`src/rtl/mem_wb_pipe_pkg.sv`:
```
// Shared core definitions for the MEM->WB stage: load-size encodings and stage occupancy states.
package mem_wb_pipe_pkg;

  localparam int unsigned XLEN_DEFAULT = 32;

  typedef enum logic [1:0] {
    LS_BYTE  = 2'd0,
    LS_HALF  = 2'd1,
    LS_WORD  = 2'd2,
    LS_DWORD = 2'd3
  } ld_size_e;

  // Occupancy of the main/skid entry pair; (main empty, skid full) cannot occur.
  typedef enum logic [1:0] {
    StEmpty = 2'd0,
    StOne   = 2'd1,
    StFull  = 2'd2
  } occ_e;

endpackage

```
`src/rtl/mem_wb_if.sv`:
```
// MEM->WB stage channel: upstream MEM request fields plus the downstream writeback handshake.
interface mem_wb_if
  import mem_wb_pipe_pkg::*;
#(
  parameter int unsigned XLEN   = XLEN_DEFAULT,
  parameter int unsigned REG_AW = 5
);
  localparam int unsigned OffW = $clog2(XLEN / 8);

  logic              in_valid;
  logic              in_ready;
  logic              in_rd_we;
  logic [REG_AW-1:0] in_rd_waddr;
  logic [XLEN-1:0]   in_rd_data;
  logic              in_is_load;
  logic [1:0]        in_ld_size;
  logic              in_ld_uns;
  logic [OffW-1:0]   in_ld_off;
  logic [XLEN-1:0]   in_ld_word;

  logic              out_valid;
  logic              out_ready;
  logic              out_rd_we;
  logic [REG_AW-1:0] out_rd_waddr;
  logic [XLEN-1:0]   out_rd_data;

  // Environment around the stage: drives MEM requests and WB acceptance.
  modport master (
    output in_valid, in_rd_we, in_rd_waddr, in_rd_data, in_is_load, in_ld_size, in_ld_uns,
           in_ld_off, in_ld_word, out_ready,
    input  in_ready, out_valid, out_rd_we, out_rd_waddr, out_rd_data
  );

  // The pipeline stage itself.
  modport slave (
    input  in_valid, in_rd_we, in_rd_waddr, in_rd_data, in_is_load, in_ld_size, in_ld_uns,
           in_ld_off, in_ld_word, out_ready,
    output in_ready, out_valid, out_rd_we, out_rd_waddr, out_rd_data
  );

endinterface

```
`src/rtl/dff.sv`:
```
// Enabled payload register with asynchronous active-low clear.
module dff #(
  parameter int unsigned Width = 1
) (
  input  logic             clk_i,
  input  logic             rst_ni,
  input  logic             en_i,
  input  logic [Width-1:0] d_i,
  output logic [Width-1:0] q_o
);

  always_ff @(posedge clk_i or negedge rst_ni) begin
    if (!rst_ni) begin
      q_o <= '0;
    end else if (en_i) begin
      q_o <= d_i;
    end
  end

endmodule

```
`src/rtl/mem_wb_pipe_load_ext.sv`:
```
// Load-data extraction: shift the addressed field down, truncate to size, sign/zero-extend.
module mem_wb_pipe_load_ext
  import mem_wb_pipe_pkg::*;
#(
  parameter int unsigned XLEN = XLEN_DEFAULT,
  parameter int unsigned OffW = $clog2(XLEN / 8)
) (
  input  logic [XLEN-1:0] ld_word_i,
  input  logic [OffW-1:0] ld_off_i,
  input  logic [1:0]      ld_size_i,
  input  logic            ld_uns_i,
  output logic [XLEN-1:0] data_o
);

  logic [XLEN-1:0] shifted;
  logic [XLEN-1:0] ext_b;
  logic [XLEN-1:0] ext_h;
  logic [XLEN-1:0] ext_w;
  logic            sign_b;
  logic            sign_h;

  assign shifted = ld_word_i >> {ld_off_i, 3'b000};
  assign sign_b  = !ld_uns_i && shifted[7];
  assign sign_h  = !ld_uns_i && shifted[15];
  assign ext_b   = {{(XLEN - 8){sign_b}}, shifted[7:0]};
  assign ext_h   = {{(XLEN - 16){sign_h}}, shifted[15:0]};

  if (XLEN > 32) begin : g_word_ext
    logic sign_w;
    assign sign_w = !ld_uns_i && shifted[31];
    assign ext_w  = {{(XLEN - 32){sign_w}}, shifted[31:0]};
  end else begin : g_word_full
    assign ext_w = shifted;
  end

  always_comb begin
    data_o = ext_w;
    unique case (ld_size_e'(ld_size_i))
      LS_BYTE:  data_o = ext_b;
      LS_HALF:  data_o = ext_h;
      LS_WORD:  data_o = ext_w;
      // A dword on a 32-bit core degenerates to a word.
      LS_DWORD: data_o = (XLEN > 32) ? shifted : ext_w;
    endcase
  end

endmodule

```
`src/rtl/mem_wb_pipe.sv`:
```
// MEM->WB pipeline stage: valid/ready with a 2-entry skid buffer, flush, x0 write guard, load extract.
module mem_wb_pipe
  import mem_wb_pipe_pkg::*;
#(
  parameter int unsigned XLEN       = XLEN_DEFAULT,
  parameter int unsigned REG_AW     = 5,
  parameter bit          ZERO_GUARD = 1'b1
) (
  input  logic      clk,
  input  logic      rst_n,
  input  logic      flush,
  mem_wb_if.slave   bus
);

  localparam int unsigned OffW = $clog2(XLEN / 8);
  localparam int unsigned PayW = 1 + REG_AW + XLEN;

  occ_e            state_q, state_d;
  logic            main_v;
  logic            accept;
  logic            retire;
  logic            main_en;
  logic            main_from_skid;
  logic            skid_en;
  logic            fmt_we;
  logic [XLEN-1:0] ld_data;
  logic [XLEN-1:0] fmt_data;
  logic [PayW-1:0] fmt_pay;
  logic [PayW-1:0] main_d;
  logic [PayW-1:0] main_q;
  logic [PayW-1:0] skid_q;

  mem_wb_pipe_load_ext #(
    .XLEN (XLEN),
    .OffW (OffW)
  ) u_load_ext (
    .ld_word_i (bus.in_ld_word),
    .ld_off_i  (bus.in_ld_off),
    .ld_size_i (bus.in_ld_size),
    .ld_uns_i  (bus.in_ld_uns),
    .data_o    (ld_data)
  );

  assign fmt_data = bus.in_is_load ? ld_data : bus.in_rd_data;
  assign fmt_we   = bus.in_rd_we && !(ZERO_GUARD && (bus.in_rd_waddr == '0));
  assign fmt_pay  = {fmt_we, bus.in_rd_waddr, fmt_data};

  assign main_v       = (state_q != StEmpty);
  assign bus.in_ready = (state_q != StFull);
  assign accept       = bus.in_valid && bus.in_ready;
  assign retire       = main_v && bus.out_ready;

  always_ff @(posedge clk or negedge rst_n) begin
    if (!rst_n) begin
      state_q <= StEmpty;
    end else begin
      state_q <= state_d;
    end
  end

  always_comb begin
    state_d        = state_q;
    main_en        = 1'b0;
    main_from_skid = 1'b0;
    skid_en        = 1'b0;
    if (flush) begin
      state_d = StEmpty;
    end else begin
      unique case (state_q)
        StEmpty: begin
          if (accept) begin
            state_d = StOne;
            main_en = 1'b1;
          end
        end
        StOne: begin
          if (retire && accept) begin
            main_en = 1'b1;
          end else if (retire) begin
            state_d = StEmpty;
          end else if (accept) begin
            state_d = StFull;
            skid_en = 1'b1;
          end
        end
        StFull: begin
          // in_ready is low here, so only a retire can happen; skid is promoted.
          if (retire) begin
            state_d        = StOne;
            main_en        = 1'b1;
            main_from_skid = 1'b1;
          end
        end
        default: state_d = StEmpty;
      endcase
    end
  end

  assign main_d = main_from_skid ? skid_q : fmt_pay;

  dff #(
    .Width (PayW)
  ) u_main_reg (
    .clk_i  (clk),
    .rst_ni (rst_n),
    .en_i   (main_en),
    .d_i    (main_d),
    .q_o    (main_q)
  );

  dff #(
    .Width (PayW)
  ) u_skid_reg (
    .clk_i  (clk),
    .rst_ni (rst_n),
    .en_i   (skid_en),
    .d_i    (fmt_pay),
    .q_o    (skid_q)
  );

  assign bus.out_valid    = main_v;
  assign bus.out_rd_we    = main_v && main_q[PayW-1];
  assign bus.out_rd_waddr = main_q[XLEN +: REG_AW];
  assign bus.out_rd_data  = main_q[XLEN-1:0];

endmodule
```
`src/flat_wrapper.sv`:
```
// flat-port wrapper written by rule: the top's interface ports become plain ports
module mem_wb_pipe_flat import mem_wb_pipe_pkg::*;
#(
  parameter int unsigned XLEN       = XLEN_DEFAULT,
  parameter int unsigned REG_AW     = 5,
  parameter bit          ZERO_GUARD = 1'b1
)
  (clk, rst_n, flush, bus_in_valid, bus_in_rd_we, bus_in_rd_waddr, bus_in_rd_data, bus_in_is_load, bus_in_ld_size, bus_in_ld_uns, bus_in_ld_off, bus_in_ld_word, bus_out_ready, bus_in_ready, bus_out_valid, bus_out_rd_we, bus_out_rd_waddr, bus_out_rd_data);
  mem_wb_if #(.XLEN(XLEN), .REG_AW(REG_AW)) bus_i ();
  input  logic clk;
  input  logic rst_n;
  input  logic flush;
  input wire logic [$bits(bus_i.in_valid)-1:0] bus_in_valid;
  input wire logic [$bits(bus_i.in_rd_we)-1:0] bus_in_rd_we;
  input wire logic [$bits(bus_i.in_rd_waddr)-1:0] bus_in_rd_waddr;
  input wire logic [$bits(bus_i.in_rd_data)-1:0] bus_in_rd_data;
  input wire logic [$bits(bus_i.in_is_load)-1:0] bus_in_is_load;
  input wire logic [$bits(bus_i.in_ld_size)-1:0] bus_in_ld_size;
  input wire logic [$bits(bus_i.in_ld_uns)-1:0] bus_in_ld_uns;
  input wire logic [$bits(bus_i.in_ld_off)-1:0] bus_in_ld_off;
  input wire logic [$bits(bus_i.in_ld_word)-1:0] bus_in_ld_word;
  input wire logic [$bits(bus_i.out_ready)-1:0] bus_out_ready;
  output wire logic [$bits(bus_i.in_ready)-1:0] bus_in_ready;
  output wire logic [$bits(bus_i.out_valid)-1:0] bus_out_valid;
  output wire logic [$bits(bus_i.out_rd_we)-1:0] bus_out_rd_we;
  output wire logic [$bits(bus_i.out_rd_waddr)-1:0] bus_out_rd_waddr;
  output wire logic [$bits(bus_i.out_rd_data)-1:0] bus_out_rd_data;
  assign bus_i.in_valid = bus_in_valid;
  assign bus_i.in_rd_we = bus_in_rd_we;
  assign bus_i.in_rd_waddr = bus_in_rd_waddr;
  assign bus_i.in_rd_data = bus_in_rd_data;
  assign bus_i.in_is_load = bus_in_is_load;
  assign bus_i.in_ld_size = bus_in_ld_size;
  assign bus_i.in_ld_uns = bus_in_ld_uns;
  assign bus_i.in_ld_off = bus_in_ld_off;
  assign bus_i.in_ld_word = bus_in_ld_word;
  assign bus_i.out_ready = bus_out_ready;
  assign bus_in_ready = bus_i.in_ready;
  assign bus_out_valid = bus_i.out_valid;
  assign bus_out_rd_we = bus_i.out_rd_we;
  assign bus_out_rd_waddr = bus_i.out_rd_waddr;
  assign bus_out_rd_data = bus_i.out_rd_data;
  mem_wb_pipe #(.XLEN(XLEN), .REG_AW(REG_AW), .ZERO_GUARD(ZERO_GUARD)) u_core (.clk(clk), .rst_n(rst_n), .flush(flush), .bus(bus_i));
endmodule
```
`config.mk`:
```
export PLATFORM = sky130hd
export DESIGN_NAME = mem_wb_pipe_flat
export DESIGN_NICKNAME = d
export VERILOG_FILES = /design/src/rtl/mem_wb_pipe_pkg.sv /design/src/rtl/mem_wb_if.sv /design/src/rtl/dff.sv /design/src/rtl/mem_wb_pipe_load_ext.sv /design/src/rtl/mem_wb_pipe.sv /design/src/flat_wrapper.sv
export SDC_FILE = /design/constraint.sdc
export NUM_CORES = 1
export LEC_CHECK = 0
export CORE_ASPECT_RATIO = 0.9
export CORE_UTILIZATION = 30
export CTS_CLUSTER_SIZE = 14
export DETAILED_ROUTE_END_ITERATION = 10
export SLEW_MARGIN = 20
export SYNTH_ARGS = -nofsm -noshare
export SYNTH_HDL_FRONTEND = slang
export SYNTH_SLANG_ARGS = --single-unit
```
`constraint.sdc`:
```
create_clock -name clk -period 4.68 [get_ports clk]
set_input_delay 0.936 -clock clk [delete_from_list [all_inputs] [get_ports clk]]
set_output_delay 0.936 -clock clk [all_outputs]
set_load 0.1 [all_outputs]
```
=== Word level (Yosys, flattened, before mapping) ===
Cells that the tools add are included.

* Register bits: 78
* Logic and storage cells: 50

* Mux-type cells: 21
* Shift-type cells: 1
* Equality and inequality tests: 10
* Reduce and logical (&&, ||, !) cells: 15

{| class="wikitable"
|+ Operators with widths
! operator !! number
|-
| case mux 32 bit (3 select lines) || 1
|-
| two-way mux 38 bit || 1
|-
| two-way mux 32 bit || 1
|-
| >> shifter 32 x 5 -> 32 bit || 1
|-
| two-way mux 2 bit || 6
|-
| two-way mux 1 bit || 10
|-
| logical AND 1 bit || 7
|-
| equality test 2 bit (second input constant) || 3
|-
| inequality test 3 x 2 -> 1 bit (second input constant) || 2
|-
| case mux 2 bit (3 select lines) || 1
|-
| logical NOT 5 bit || 1
|-
| equality test 2 x 1 -> 1 bit (second input constant) || 2
|-
| logical NOT 2 bit || 2
|-
| inequality test 4 x 2 -> 1 bit (second input constant) || 1
|-
| AND reduction 4 bit || 1
|-
| inequality test 3 bit (second input constant) || 1
|-
| case mux 1 bit (3 select lines) || 1
|-
| logical NOT 1 bit || 2
|-
| inequality test 2 bit (second input constant) || 1
|-
| nonzero test 2 bit || 1
|-
| OR reduction 2 bit || 1
|}

=== Logic depth before layout (Yosys ltp) ===
Gate-level depths: netlist (run 1).

* Depth after elaboration: 7
* Mapped depth: 6
* Depth with buffers taken out: 4

=== Hierarchy ===
A second synthesis (run 1) with hierarchy kept.

* Cell total of the unflattened synthesis: 373
* Area, all modules: 4938.5 sq um

{| class="wikitable"
|+ By module, submodules not included
! module !! area each (sq um) !! cells an instance !! seq. area each (sq um) !! times used
|-
| dff || 1492.7 || 80 || 950.9 || 2
|-
| mem_wb_pipe || 1084.8 || 96 || 50.0 || 1
|-
| mem_wb_pipe_load_ext || 868.3 || 117 || 0.0 || 1
|}

=== Least setup slack after synthesis (run 1) ===
No wires, ideal clock.

* Kind: register -> output
* Start: register u_core.state_q[0]
* End: output port bus_out_rd_we
* Stages on the path, launching flop included: 3
* Required time: 3.744 ns
* Data arrival time: 1.689 ns
* Buffers on the path: 0
* Slack: 2.055 ns
* Cell sequence: dfrtp_1 > or2_2 > and2_1

* Cells in the longest elaborated chain, start to end: 2

{| class="wikitable"
|+ RTL lines
! item !! RTL line !! text
|-
| start, declared || mem_wb_pipe.sv:18 || <nowiki>occ_e state_q, state_d;</nowiki>
|-
| start signal, assigned || mem_wb_pipe.sv:55 || <nowiki>state_q <= StEmpty;</nowiki>
|-
| start signal, assigned || mem_wb_pipe.sv:57 || <nowiki>state_q <= state_d;</nowiki>
|-
| nonzero test 2 bit || mem_wb_pipe.sv:48 || <nowiki>assign main_v = (state_q != StEmpty);</nowiki>
|-
| named net bus_out_valid || flat_wrapper.sv:24 || <nowiki>output wire logic [$bits(bus_i.out_valid)-1:0] bus_out_valid;</nowiki>
|-
| logical AND 1 bit || mem_wb_pipe.sv:122 || <nowiki>assign bus.out_rd_we = main_v && main_q[PayW-1];</nowiki>
|-
| end, declared || flat_wrapper.sv:25 || <nowiki>output wire logic [$bits(bus_i.out_rd_we)-1:0] bus_out_rd_we;</nowiki>
|}

The timed path passes the listed nets, and every way through them passes these cells.

=== Final worst setup path (run 1) ===
* Start: register u_core.state_q[0]
* End: output port bus_out_rd_we

* Cells in the longest elaborated chain, start to end: 2

{| class="wikitable"
|+ RTL lines
! item !! RTL line
|-
| nonzero test 2 bit || mem_wb_pipe.sv:48
|-
| logical AND 1 bit || mem_wb_pipe.sv:122
|}

Every way passes these cells.

==> results of run 1 <==
-- cell usage in the layout, fill, tap and decap left out, types with 15 or more instances in the layout --
cell,instances
a211oi_1,18
o211ai_1,17
clkdlybuf4s50_1,118
o21ai_0,30
a22o_1,15
dfrtp_1,78
mux2i_1,43
o31ai_1,39
nor2_1,36
nand2_1,43
a21oi_1,24
-- worst paths after layout --
path,from,end,slack [ns]
max in group asynchronous,rst_n,u_core.u_main_reg.q_o[23],3.54
worst min-delay path,u_core.u_skid_reg.q_o[13],u_core.u_skid_reg.q_o[13],0.48
min in group asynchronous,rst_n,u_core.u_main_reg.q_o[36],0.64
worst max register to register,u_core.state_q[1],u_core.u_skid_reg.q_o[25],2.21
worst max-delay path,u_core.state_q[0],bus_out_rd_we,1.50
worst min register to register,u_core.u_skid_reg.q_o[13],u_core.u_skid_reg.q_o[13],0.48
-- logic make-up (layout without fill, tap and decap cells) --
family | Yosys count | count (layout) | synth area share [%]
compound gates | 179 | 179 | 27.11
xor+xnor | 1 | 1 | 0.1880
buf+inv | 91 | 157 | 10.58
flops | 78 | 78 | 41.88
mux | 49 | 49 | 10.68
simple gates | 101 | 101 | 9.557
-- synthesized netlist by cell type --
library cell	count
buf_1	2
a22oi_1	1
o211ai_1	17
mux2i_1	43
buf_2	7
or2_2	3
a211oi_1	18
and2_1	1
dfrtp_1	78
nor2_1	36
nor4bb_1	1
nand2_1	43
a21oi_1	25
and3b_1	1
nand3_1	1
clkbuf_1	35
nand3b_1	1
nor2b_1	3
o21ai_1	1
nor3b_1	2
and2_0	1
or4_1	2
inv_1	9
o21ai_0	30
a21boi_0	1
o2111ai_1	8
or3_1	2
nand2b_1	4
o31ai_1	39
a221oi_1	7
a32oi_1	8
a22o_1	15
o2bb2ai_1	7
xnor2_1	1
a2bb2oi_1	1
mux2_2	6
a222oi_1	1
buf_4	38
-- per-layer routing --
metal	share of wire (%)	vias up	track usage (%)
met5	0	-	0
met3	6.8	6	4.277
met2	44	182	27.70
met1	48	1962	26.35
li1	-	1947	-
met4	0.65	0	3.480
-- report_power, final --
part,internal (W),total (W),leakage (nW),switching [W]
logic,0.000334,0.00115,1.34,0.000815
clock network,0.000442,0.000720,0.152,0.000278
registers,0.000838,0.000939,0.959,0.000101
total,0.00161,0.00281,2.45,0.00119
-- critical path, cell delays in order (launching register included) --
cell	delay [ns]
dfrtp_1	0.46
or2_2	0.34
and2_1	0.15
clkdlybuf4s50_1	0.96
-- flip-flops by register name (all words and copies together), names as in the netlist --
name,cells
u_core.state_q,2
u_core.u_main_reg.q_o,38
u_core.u_skid_reg.q_o,38
-- layout make-up --
| class | instances | area, sq um | area share (%) |
|---|---|---|---|
| Multi-Input combinational cell | 330 | 2247 | 36.98 |
| Sequential cell | 78 | 1952 | 32.12 |
| Timing Repair Buffer | 132 | 1287 | 21.19 |
| Clock buffer | 11 | 252.7 | 4.159 |
| Tap cell | 198 | 247.7 | 4.077 |
| Clock inverter | 5 | 56.30 | 0.9265 |
| Inverter | 9 | 33.78 | 0.5559 |
-- per-stage QoR --
step / power, W / worst slack (ns) / util [%] / hold slack, ns
after floorplan: 0.001863 / 2.055 / - / 0.4484
after global placement: 0.002079 / 1.314 / 38.62 / 0.4590
after detailed placement: 0.002104 / 1.159 / 38.62 / 0.4692
after CTS: 0.002830 / 1.484 / 40.69 / 0.4824
after global routing: 0.002933 / 1.306 / 40.72 / 0.5070
final: 0.002809 / 1.500 / 40.72 / 0.4803
==> results.sh, run 1 <==
export IMPL_synth_cells=499
export IMPL_dieHeight_microns=120.2
export IMPL_htree_levels=3
export IMPL_fin_cells=763
export IMPL_period_minus_slack_ns=3.180
export IMPL_hold_path_class="reg -> reg"
export IMPL_fill_cells=1478
export IMPL_worst_slew_pin_slew_ns=1.021
export IMPL_place_gp_congestion=0.8211
export IMPL_relSlewSlack_pct=31.74
export IMPL_yosys_warnings=0
export IMPL_cp_end_kind="output port"
export IMPL_postLayoutCellArea_sq_um=6077
export IMPL_synth_seq_area_share_pct=41.88
export IMPL_dpl_cell_count=747
export IMPL_yosysTopAreaCellShare_pct=41.88
export IMPL_outcome="finished clean"
export IMPL_insertion_delay_ns=0.34
export IMPL_postCtsSetupBuffers=0
export IMPL_die_w_microns=133.4
export IMPL_maxCapViolations=0
export IMPL_syn_avg_cell_area_sq_um=9.340
export IMPL_dpl_cell_area_sq_um=5764
export IMPL_drc=0
export IMPL_area_growth_pct=30.39
export IMPL_grt_use_total_pct=18.22
export IMPL_n_antenna_cell=0
export IMPL_netlist_area_sq_um=4661
export IMPL_synth_area_leader_cell="dfrtp_1"
export IMPL_nets=641
export IMPL_port_buffers=120
export IMPL_num_io_pins=121
export IMPL_clockBufferDepth=2
export IMPL_synth_area_leaders="dfrtp_1, mux2i_1, o31ai_1"
export IMPL_skew_ns=0.009673
export IMPL_cts_resized=0
export IMPL_grt_overflow_total=0
export IMPL_grt_pass1_wl_mm=22.62
export IMPL_worst_setup_path_type="reg -> out"
export IMPL_cp_start_kind="flip-flop"
export IMPL_tns_ns=0
export IMPL_yosysUniqueCellTypes=38
export IMPL_synth_seq_cells=78
export IMPL_start_util_pct=31.23
export IMPL_syn_nets=580
export IMPL_required_ns=3.74
export IMPL_wl_mm=14.07
export IMPL_rsz0062_at_grt="false"
export IMPL_cts_hold_buf=0
export IMPL_drt_vias_per_instance=5.370
export IMPL_ff2ff_path_depth=4
export IMPL_power_leakage_nw=2.447
export IMPL_clock_sinks=78
export IMPL_cts_tree="built"
export IMPL_slew_viol_final=0
export IMPL_core_area_sq_um=14920
export IMPL_first_global_vias=4093
export IMPL_clkTransAtPathRegs_ns=0.06
export IMPL_setup_viol=0
export IMPL_path_max_fanout=7
export IMPL_period_share_pct=67.95
export IMPL_root_buffer="clkbuf_16"
export IMPL_ant_nets=0
export IMPL_irDropWorstVdd_mv=0.1900
export IMPL_cts_buffers=9
export IMPL_drtIter0Drc=371
export IMPL_dp_hpwl_mm=9.894
export IMPL_powerDensity_nw_per_um2=462.2
export IMPL_die_area_sq_um=16040
export IMPL_drt_first_pass_iters=5
export IMPL_fp_row_count=42
export IMPL_drive_above_1_share_pct=7.434
export IMPL_wl_per_cell_microns=18.44
export IMPL_arrival_ns=2.24
export IMPL_final_hold_viol_count=0
export IMPL_hold_depth=2
export IMPL_antenna_found_initial=0
export IMPL_fmax_mhz=314.5
export IMPL_num_vias=4097
export IMPL_grt_start_max_net_pins=79
(Power assumes the default switching activity.)
==> run 2: changes to the inputs <==
==> constraint.sdc (replaced) <==
create_clock -name clk -period 3.2 [get_ports clk]
set_input_delay 0.64 -clock clk [delete_from_list [all_inputs] [get_ports clk]]
set_output_delay 0.64 -clock clk [all_outputs]
set_load 0.1 [all_outputs]
==> run 2 against run 1 <==
Compared with the run above: first-iteration DRC count fell by 21%; combinational power rose by 43%; largest power group unchanged; largest cell class unchanged; critical endpoint is now u_core.u_main_reg.q_o[12]; wire length rose by 2.3%.
==> results.sh, run 2 (synthesis gave the netlist of run 1 again) <==
export IMPL_outcome="finished clean"
export IMPL_num_io_pins=121
export IMPL_cts_buffers=9
export IMPL_period_minus_slack_ns=2.485
export IMPL_dpl_cell_count=749
export IMPL_root_buffer="clkbuf_16"
export IMPL_period_share_pct=77.64
export IMPL_rsz0062_at_grt="false"
export IMPL_wl_mm=14.39
export IMPL_grt_use_total_pct=18.28
export IMPL_required_ns=3.44
export IMPL_start_util_pct=31.23
export IMPL_drive_above_1_share_pct=14.81
export IMPL_powerDensity_nw_per_um2=683.0
export IMPL_top_regs="u_core.u_main_reg.q_o: 38 flops, u_core.u_skid_reg.q_o: 38 flops, u_core.state_q: 2 flops"
export IMPL_irDropWorstVdd_mv=0.2676
export IMPL_wl_per_cell_microns=18.79
export IMPL_postCtsSetupBuffers=0
export IMPL_core_area_sq_um=14920
export IMPL_fin_cells=766
export IMPL_place_gp_congestion=0.7877
export IMPL_die_w_microns=133.4
export IMPL_drc=0
export IMPL_grt_pass1_wl_mm=22.73
export IMPL_port_buffers=120
export IMPL_worst_setup_path_type="in -> reg"
export IMPL_cp_end_kind="flip-flop"
export IMPL_ff_latch_area_sq_um=1952
export IMPL_cts_hold_buf=0
export IMPL_dp_hpwl_mm=10.29
export IMPL_relSlewSlack_pct=50.15
export IMPL_area_growth_pct=29.69
export IMPL_antenna_found_initial=1
export IMPL_cts_tree="built"
export IMPL_insertion_delay_ns=0.34
export IMPL_clock_sinks=78
export IMPL_worst_slew_pin_slew_ns=0.7477
export IMPL_setup_viol=0
export IMPL_power_leakage_nw=2.518
export IMPL_cp_start_kind="primary input"
export IMPL_num_vias=4135
export IMPL_htree_levels=3
export IMPL_drt_first_pass_iters=5
export IMPL_clkTransAtPathRegs_ns=0.06
export IMPL_maxCapViolations=0
export IMPL_tns_ns=0
export IMPL_multi_input_area_sq_um=2247
export IMPL_ant_nets=0
export IMPL_first_global_vias=4000
export IMPL_die_area_sq_um=16040
export IMPL_final_hold_viol_count=0
export IMPL_drt_vias_per_instance=5.398
export IMPL_clockBufferDepth=2
export IMPL_fmax_mhz=402.5
export IMPL_fp_row_count=42
export IMPL_drtIter0Drc=293
export IMPL_nets=643
export IMPL_grt_overflow_total=0
export IMPL_hold_path_class="in -> async"
export IMPL_path_max_fanout=25
export IMPL_arrival_ns=2.73
export IMPL_fill_cells=1498
export IMPL_grt_start_max_net_pins=79
export IMPL_slew_viol_final=0
export IMPL_cts_resized=0
export IMPL_layout_common_cells="clkdlybuf4s50_1, dfrtp_1, buf_4, mux2i_1, nand2_1"
export IMPL_dieHeight_microns=120.2
export IMPL_skew_ns=0.008832
run 2: cell count changes in the layout (fill, tap and decap cells not counted):
| cell | change |
|---|---|
| buf_4 | +39 |
| diode_2 | +1 |
| buf_12 | +3 |
| clkdlybuf4s50_1 | -40 |
| clkinv_4 | +2 |
| bufinv_16 | +1 |
| clkinvlp_4 | -1 |
| clkbuf_8 | -2 |
run 2: per-layer routing:
layer | vias to the layer above | GRT usage [%] | share of wire (%)
met3 | 6 | 4.528 | 6.9
met1 | 2003 | 26.87 | 48
met5 | - | 0 | 0
li1 | 1955 | - | -
met2 | 171 | 27.57 | 44
met4 | 0 | 2.415 | 0.43
run 2: through the flow:
stage / worst slack (ns) / total power, W / hold WS [ns] / util (%) / instance area, sq um
after floorplan: 0.8713 / 0.002724 / 0.3444 / - / 4661
after global placement: 0.4772 / 0.003016 / 0.4604 / 38.30 / 5717
after detailed placement: 0.4341 / 0.003051 / 0.4674 / 38.30 / 5717
after CTS: 0.7594 / 0.004162 / 0.4806 / 40.46 / 6038
after global routing: 0.6038 / 0.004324 / 0.3993 / 40.48 / 6042
final: 0.7154 / 0.004129 / 0.3276 / 40.50 / 6045
run 2: report_power, final:
part	internal, W	switching, W
logic	0.000456	0.00119
clock network	0.000686	0.000418
registers	0.00123	0.000150
run 2: path summary, 6_finish.rpt:
path	startpoint	end	cells past startpoint	slack, ns
max in group asynchronous	rst_n	u_core.u_main_reg.q_o[27]	1	2.37
min	rst_n	u_core.u_main_reg.q_o[36]	1	0.33
max	bus_in_ld_off[0]	u_core.u_main_reg.q_o[12]	6	0.72
max reg2reg	u_core.state_q[0]	u_core.u_main_reg.q_o[30]	6	1.19
min in group clk	u_core.u_skid_reg.q_o[23]	u_core.u_skid_reg.q_o[23]	2	0.48
min reg2reg	u_core.u_skid_reg.q_o[23]	u_core.u_skid_reg.q_o[23]	2	0.48
run 2: critical path: stages:
cell             delay (ns)
clkdlybuf4s50_1        0.57
buf_4                  0.37
nor2b_1                0.50
o2bb2ai_1              0.22
o2111ai_1              0.15
a32oi_1                0.26
run 2: area by class of cell:
| class | instances | share of cell area (%) |
|---|---|---|
| antenna | 1 | 0.04140 |
| clock buffer | 9 | 3.726 |
| clock inverter | 7 | 1.594 |
| inverter | 9 | 0.5589 |
| multi-input combinational | 330 | 37.18 |
| sequential | 78 | 32.29 |
| tap | 198 | 4.099 |
| timing repair buffer | 134 | 20.51 |
==> run 3: changes to the inputs <==
==> constraint.sdc (replaced) <==
create_clock -name clk -period 2.03 [get_ports clk]
set_input_delay 0.406 -clock clk [delete_from_list [all_inputs] [get_ports clk]]
set_output_delay 0.406 -clock clk [all_outputs]
set_load 0.1 [all_outputs]
==> run 3 against run 2 <==
Compared with the run above: non-clock buffer count up 55; die area unchanged; critical path depth up 2; worst setup slack worse by 0.65 ns; cell count up 7.0%; critical endpoint is now u_core.u_skid_reg.q_o[25]; sequential power up 58%; largest cell class unchanged; clock power up 41%; combinational power up 67%; first-iteration DRC count down 13%; largest power group unchanged; register-to-register slack worse by 0.90 ns.
==> results.sh, run 3 (synthesis gave the netlist of run 1 again) <==
export IMPL_num_vias=4350
export IMPL_clkTransAtPathRegs_ns=0.06
export IMPL_grt_use_total_pct=18.93
export IMPL_postLayoutCellArea_sq_um=6565
export IMPL_crit_start="bus_in_ld_word[15]"
export IMPL_powerDensity_nw_per_um2=984.6
export IMPL_netSwitchingFraction_pct=42.97
export IMPL_drt_first_pass_iters=5
export IMPL_top_regs="u_core.u_main_reg.q_o: 38 flops, u_core.u_skid_reg.q_o: 38 flops, u_core.state_q: 2 flops"
export IMPL_drc=0
export IMPL_switchingPower_w=0.002777
export IMPL_grt_overflow_total=0
export IMPL_wl_mm=14.95
export IMPL_insertion_delay_ns=0.34
export IMPL_clkPwrFrac_pct=23.9
export IMPL_ff2ff_path_depth=6
export IMPL_period_share_pct=96.95
export IMPL_final_hold_viol_count=0
export IMPL_cp_end_kind="flip-flop"
export IMPL_ant_nets=0
export IMPL_maxCapViolations=0
export IMPL_outcome="finished clean"
export IMPL_layout_commonest_cell="buf_4"
export IMPL_drt_vias_per_instance=5.305
export IMPL_cp_start_kind="primary input"
export IMPL_root_buffer="clkbuf_16"
export IMPL_core_area_sq_um=14920
export IMPL_fmax_mhz=508.1
export IMPL_path_max_fanout=4
export IMPL_place_gp_congestion=0.8725
export IMPL_period_minus_slack_ns=1.968
export IMPL_arrival_ns=2.21
export IMPL_first_global_vias=4276
export IMPL_htree_levels=3
export IMPL_whs_ns=0.07751
export IMPL_worst_setup_path_type="in -> reg"
export IMPL_layout_common_cells="buf_4, dfrtp_1, clkdlybuf4s50_1, mux2i_1, nand2_1"
export IMPL_hold_path_class="in -> async"
export IMPL_clockBufferDepth=2
export IMPL_start_util_pct=31.23
export IMPL_worst_slew_pin_slew_ns=0.6166
export IMPL_postLayoutCoreUtil_pct=43.99
export IMPL_drtIter0Drc=254
export IMPL_num_io_pins=121
export IMPL_wl_per_cell_microns=18.23
export IMPL_required_ns=2.27
export IMPL_cts_tree="built"
export IMPL_dpl_cell_area_sq_um=6193
export IMPL_dp_hpwl_mm=10.73
export IMPL_skew_ns=0.004178
export IMPL_nets=698
export IMPL_drive_above_1_share_pct=22.51
export IMPL_intPower_w=0.003687
export IMPL_power_sequential_fraction_pct=33.6
export IMPL_cts_hold_buf=0
export IMPL_grt_pass1_wl_mm=23.25
export IMPL_slew_viol_final=0
export IMPL_n_antenna_cell=0
export IMPL_setup_viol=0
export IMPL_combinationalPowerShare_pct=42.5
export IMPL_die_w_microns=133.4
export IMPL_irDropWorstVdd_mv=0.4545
export IMPL_cts_buffers=9
export IMPL_power_leakage_nw=2.864
export IMPL_clock_sinks=78
export IMPL_port_buffers=120
export IMPL_relSlewSlack_pct=58.89
export IMPL_area_growth_pct=40.86
export IMPL_die_area_sq_um=16040
export IMPL_dieHeight_microns=120.2
export IMPL_grt_start_max_net_pins=65
export IMPL_r2r_start="u_core.state_q[0]"
export IMPL_fp_row_count=42
export IMPL_antenna_found_initial=1
run 3: cell types whose count changed in the layout (fill, tap and decap cells not counted), sizes merged, moves of 2 or more:
cell	previous run	this run
buf	56	109
clkdlybuf4s50	78	72
dlymetal6s2s	0	6
clkbuf	9	14
bufinv	2	0
clkinv	4	2
run 3: final timing paths:
check                                       endpoint  slack, ns
max                        u_core.u_skid_reg.q_o[25]       0.06
min                        u_core.u_main_reg.q_o[36]       0.08
max reg2reg                 u_core.u_main_reg.q_o[9]       0.29
min reg2reg                u_core.u_skid_reg.q_o[22]       0.48
max in group asynchronous  u_core.u_skid_reg.q_o[32]       1.33
min in group clk           u_core.u_skid_reg.q_o[22]       0.48
run 3: through the flow:
stage          power [W]  setup TNS, ns  std cells  setup WS [ns]
2_1_floorplan   0.004295              0        499         0.1703
3_3_place_gp    0.004866         -11.71        799        -0.2588
3_5_place_dp    0.004923         -14.38        799        -0.2822
4_1_cts         0.006484              0        815        0.06220
5_1_grt         0.006750       -0.09420        820       -0.01411
6_report        0.006464              0        820        0.06201
run 3: power groups by stage:
stage	registers [W]	logic, W	clock network (W)
finish	0.00217	0.00275	0.00155
floorplan	0.00211	0.00218	0
global route	0.00221	0.00289	0.00165
detailed placement	0.00219	0.00273	0
CTS	0.00217	0.00273	0.00158
global placement	0.00217	0.00269	0
run 3: area by class of cell:
cell class	count	area [sq um]
clock inverters	3	17.52
multi-input cells	330	2253
well taps	198	247.7
inverters	9	33.78
flip-flops and latches	78	1952
repair buffers	189	1790
fillers	1457	8359
clock buffers	13	270.3
run 3: layer usage:
metal / global-route usage (%) / vias to the layer above / wire length [microns]
met4: 4.688 / 0 / 194
met2: 28.09 / 184 / 6573
li1: - / 2054 / -
met3: 4.612 / 16 / 918
met1: 27.43 / 2096 / 7260
met5: 0 / - / 0
run 3: worst max-delay path: stages:
cell and delay (ns):
clkdlybuf4s50_1 0.47, mux2i_1 0.10, a222oi_1 0.36, buf_4 0.18, clkdlybuf4s15_2 0.24, a221oi_1 0.06
buf_4 0.17, o31ai_1 0.23
run 3: repair_timing:
action                     in CTS  in global routing
gates resized for setup         0                 11
setup endpoints to repair       0                 33
buffers inserted                0                  2
==> edit 1: new RTL, flow settings as in run 1 <==
`ZERO_GUARD` is set to 1'b1 in 2 places; all go to 1'b0.
--- a/src/rtl/mem_wb_pipe.sv
+++ b/src/rtl/mem_wb_pipe.sv
@@ -5,5 +5,5 @@
   parameter int unsigned XLEN       = XLEN_DEFAULT,
   parameter int unsigned REG_AW     = 5,
-  parameter bit          ZERO_GUARD = 1'b1
+  parameter bit          ZERO_GUARD = 1'b0
 ) (
   input  logic      clk,
--- a/src/flat_wrapper.sv
+++ b/src/flat_wrapper.sv
@@ -4,5 +4,5 @@
   parameter int unsigned XLEN       = XLEN_DEFAULT,
   parameter int unsigned REG_AW     = 5,
-  parameter bit          ZERO_GUARD = 1'b1
+  parameter bit          ZERO_GUARD = 1'b0
 )
   (clk, rst_n, flush, bus_in_valid, bus_in_rd_we, bus_in_rd_waddr, bus_in_rd_data, bus_in_is_load, bus_in_ld_size, bus_in_ld_uns, bus_in_ld_off, bus_in_ld_word, bus_out_ready, bus_in_ready, bus_out_valid, bus_out_rd_we, bus_out_rd_waddr, bus_out_rd_data);
Formal check against the unedited RTL: not equivalent (a bounded check fails within 4 cycles, from zero or initial values and one cycle with rst_n low).
==> edit 1 against run 1 <==
Setup slack got worse by 160 ps. Wire length fell by 9.2%. Fmax fell by 4.8%. Hold slack barely moved. Critical path depth rose by 3. Area after synthesis fell by 3.0%. Sequential cell count did not move. Final cell count fell by 6.2%. Sequential power fell by 2%. Power fell by 9.1%. Design area fell by 2.9%. Highest routed layer unchanged.
==> edit 1: results (changes against run 1) <==
power:
  p_leak_nw: 2.409  # was 2.447 nW
  max-vdd-ir-drop_mv: 0.1907  # was 0.1900 mV
  p_per_area_nw_per_um2: 432.9  # was 462.2 nW/um2
cells_and_area:
  multi_input_area_share_pct: 35.75  # was 36.98%
  drive_above_1_share_pct: 13.71  # was 7.434%
  nNonClkBuffers: 127  # was 132
  nNetsFinal: 594  # was 641
  num-multi-input-gates: 281  # was 330
  area_share_nonclk_buffers_pct: 21.18  # was 21.19%
  postLayoutCoreUtil_pct: 40.10  # was 40.72%
  clk_share_pct: 4.771  # was 5.085%
  fillCellCount: 1466  # was 1478
  clock_buffers: 9  # was 11
grt:
  grt_usage_pct: 16.98  # was 18.22%
  grtUsageMet2_pct: 27.05  # was 27.70%
  grtUsageMet1_pct: 22.58  # was 26.35%
  grt_pass1_vias: 3682  # was 4093
  met3_usage_pct: 3.475  # was 4.277%
  grt_pass1_wl_mm: 20.41  # was 22.62 mm
yosys:
  async_flop_share_pct: 100.0  # unchanged
  synthDistinctLibCells: 44  # was 38
  syn_inst: 443  # was 499
  synth_area_leaders: "dfrtp_1 (43%), mux2_2 (6.7%), buf_4 (6.5%)"  # was dfrtp_1 (42%), mux2i_1 (9.2%), o31ai_1 (6.3%)
  synth_compound_area_share_pct: 17.07  # was 27.11%
  synth_nets: 524  # was 580
  synth_common_cells: "dfrtp_1 (78), buf_4 (39), nand2_1 (39)"  # was dfrtp_1 (78), mux2i_1 (43), nand2_1 (43)
  synth_xor_area_share_pct: 0.1936  # was 0.1879%
  ys_seq_area_share_pct: 43.15  # was 41.88%
  ys_ff_latch: 78  # unchanged
sta:
  holdWs_ps: 480.5  # was 480.3 ps
  relSlewSlack_pct: 33.44  # was 31.74%
  fin_skew_ps: 5.749  # was 9.673 ps
placed_design:
  dp_cells: 700  # was 747
  hpwl_mm: 9.433  # was 9.894 mm
  place_congestion: 0.8435  # was 0.8211
  place_area_um2: 5612  # was 5764 um2
drt:
  dr.first_iter.drc_count: 223  # was 371
  firstDrtPassIters: 4  # was 5
  wire_per_inst_um: 17.83  # was 18.44 um
  avgViaCountPerCell: 5.074  # was 5.370
  vias: 3633  # was 4097
worst_setup_path:
  endpoint: "u_core.u_main_reg.q_o[31]"  # was bus_out_rd_we
  cp.arrival_ps: 3560  # was 2240 ps
  r2r_start: "u_core.state_q[0]"  # was u_core.state_q[1]
  path_max_fanout: 16  # was 7
  worst-r2r-cell-count: 5  # was 4
  r2r_slack_ps: 2430  # was 2210 ps
  r2r_end: "u_core.u_main_reg.q_o[15]"  # was u_core.u_skid_reg.q_o[25]
  crit_path_start: "bus_in_ld_off[1]"  # was u_core.state_q[0]
worst_hold_path:
  min_to: "u_core.u_skid_reg.q_o[13]"  # unchanged
run_status:
  status: "completed"  # unchanged
[edit 1: cell count changes after synthesis, moves of 17 or more]
cell     delta
mux2i_1    -22
a21oi_1    -24
and2_1     +17
mux2_2     +21
a221o_1    +25
o31ai_1    -39
[edit 1: layer usage]
metal / part of all wire, % / vias up / wire length, um
met2: 47 / 141 / 6050
met4: 2.9 / 0 / 371
met3: 5.8 / 22 / 744
met5: 0 / - / 0
li1: - / 1711 / -
met1: 44 / 1759 / 5602
[edit 1: per-stage QoR]
stage               total power, mW  worst slack, ps
floorplan                     1.700             2078
global placement              1.892             1068
detailed placement            1.913            991.3
CTS                           2.572             1345
global route                  2.661             1145
finish                        2.554             1340
[edit 1: critical path, stage by stage]
cell	delay [ps]
clkdlybuf4s50_1	760
buf_4	300
and3b_1	220
a22oi_2	720
a31oi_1	240
a221o_1	370
[edit 1: power by group]
part           switching, mW  internal [mW]
Clock                  0.294          0.365
Sequential            0.0903          0.833
Combinational          0.662          0.310
==> edit 2: new RTL, settings of run 1 <==
Made on the original files. Make the reset (`rst_n` and `rst_ni`) synchronous in 2 clocked blocks. Comments in the files are not updated.
--- a/src/rtl/dff.sv
+++ b/src/rtl/dff.sv
@@ -10,5 +10,5 @@
 );
 
-  always_ff @(posedge clk_i or negedge rst_ni) begin
+  always_ff @(posedge clk_i) begin
     if (!rst_ni) begin
       q_o <= '0;
--- a/src/rtl/mem_wb_pipe.sv
+++ b/src/rtl/mem_wb_pipe.sv
@@ -51,5 +51,5 @@
   assign retire       = main_v && bus.out_ready;
 
-  always_ff @(posedge clk or negedge rst_n) begin
+  always_ff @(posedge clk) begin
     if (!rst_n) begin
       state_q <= StEmpty;
Behaviour: differs if rst_n is asserted again (counterexample within 4 cycles, from zero or initial values and one cycle with rst_n low); with rst_n held inactive, the same outputs for 10 cycles.
==> edit 2 against run 1 <==
Setup slack worse by 34 ps. Via count up 4.7%. Register-to-register slack about the same. Design area down 5.6%. Largest cell class unchanged. Wire length up 6.9%. Area after synthesis down 6.1%. Global-route usage up 1.6 points. Sequential cell count unchanged.
Power is not compared: it rests on default switching activity, and its combinational part moved more than twofold at a synthesized area within 25%.
==> edit 2: results (changes against run 1) <==
grt:
  grt_max_degree: 57  # was 79
  grt_pass1_wl_mm: 22.36  # was 22.62 mm
  grt_usage_pct: 19.85  # was 18.22%
  grt_pass1_vias: 3995  # was 4093
cells_and_area:
  drive_above_1_share_pct: 9.091  # was 7.434%
  nNetsFinal: 670  # was 641
  diodes: 0  # unchanged
clock_network:
  clk_pin_slew_ps: 60  # about the same
  cts_buffer_depth: 2  # unchanged
yosys:
  synth_common_cells: "dfxtp_1 (78), a21oi_1 (77), nand2_1 (59)"  # was dfrtp_1 (78), mux2i_1 (43), nand2_1 (43)
  synth_area_leaders: "dfxtp_1 (36%), a21oi_1 (8.8%), buf_4 (6.4%)"  # was dfrtp_1 (42%), mux2i_1 (9.2%), o31ai_1 (6.3%)
  ys_seq_area_share_pct: 35.70  # was 41.88%
  synth_nets: 613  # was 580
  async_flop_share_pct: 0  # was 100.0%
  synthDistinctLibCells: 47  # was 38
  synth_warnings: 0  # unchanged
worst_setup_path:
  slowest_delay_ps: 750  # was 960 ps
  path_max_fanout: 20  # was 7
  critPathTopFamily: "simple AND/OR/NAND/NOR gates"  # was buffers and inverters
  cp.arrival_ps: 3460  # was 2240 ps
  worst-r2r-cell-count: 6  # was 4
  critPathSlowestCell: "nor2b_2"  # was clkdlybuf4s50_1
power:
  p_leak_nw: 1.977
  max-vdd-ir-drop_mv: 0.1825
  internal_power_mw: 1.344
sta:
  fin_skew_ps: 3.837  # was 9.673 ps
  relSlewSlack_pct: 29.14  # was 31.74%
  final_hold_viol_count: 0  # unchanged
run_status:
  status: "completed"  # unchanged
drt:
  dr.first_iter.drc_count: 354  # was 371
  vias: 4288  # was 4097
  firstDrtPassIters: 7  # was 5
  wire_per_inst_um: 19.11  # was 18.44 um
placed_design:
  place_congestion: 0.7989  # was 0.8211
  preCtsSetupSlack_ps: 1191  # was 1159 ps
  hpwl_mm: 10.41  # was 9.894 mm
==> edit 2: cell families after synthesis <==
group	share of synthesized area, %
buf+inv	11.07
flops	35.70
mux	9.182
xor+xnor	0.2003
compound gates	27.60
simple gates	16.25
==> edit 2: final timing paths <==
kind / start / end / slack (ps)
hold / removal: u_core.u_skid_reg.q_o[14] / u_core.u_skid_reg.q_o[14] / 460
setup reg to reg: u_core.state_q[1] / u_core.u_main_reg.q_o[36] / 2210
hold reg to reg: u_core.u_skid_reg.q_o[14] / u_core.u_skid_reg.q_o[14] / 460
setup / recovery: bus_in_valid / u_core.u_main_reg.q_o[36] / 1470
==> edit 2: layout make-up <==
class                           instances  area, um2
Inverter                                2      7.507
Sequential cell                        78       1562
Multi-Input combinational cell        369       2345
Timing Repair Buffer                  129       1264
Clock buffer                           12      246.5
Fill cell                            1403       8372
Clock inverter                          4      70.07
Tap cell                              193      241.5
==> edit 2: routing by layer <==
layer / up-vias / share of wire, % / wire [um] / track usage [%]
met1: 2040 / 45 / 6702 / 27.01
li1: 2048 / - / - / -
met5: - / 0 / 0 / 0
met4: 0 / 3.1 / 464 / 10.27
met3: 27 / 6.7 / 1012 / 3.298
met2: 173 / 46 / 6863 / 30.22
==> edit 2: worst register-to-register path, cell delays in order, from the launching register on <==
cell	delay, ps
dfxtp_1	360
nor2b_1	330
a22o_1	210
nor2b_2	750
buf_4	390
nor2_1	80
a311oi_1	250
==> edit 2: metrics by stage <==
stage | std cells | area (um2) | total power [mW]
floorplan | 532 | 4374 | 1.075
global placement | 771 | 5416 | 1.211
detailed placement | 771 | 5416 | 1.216
CTS | 787 | 5733 | 1.966
global route | 787 | 5736 | 2.020
finish | 787 | 5736 | 1.961
==> edit 2: power by group through the flow <==
stage	Sequential [mW]	Combinational [mW]	Clock [mW]
2_1_floorplan	0.719	0.356	0
3_3_place_gp	0.727	0.485	0
3_5_place_dp	0.727	0.489	0
4_1_cts	0.713	0.490	0.763
5_1_grt	0.716	0.518	0.786
6_report	0.713	0.493	0.755
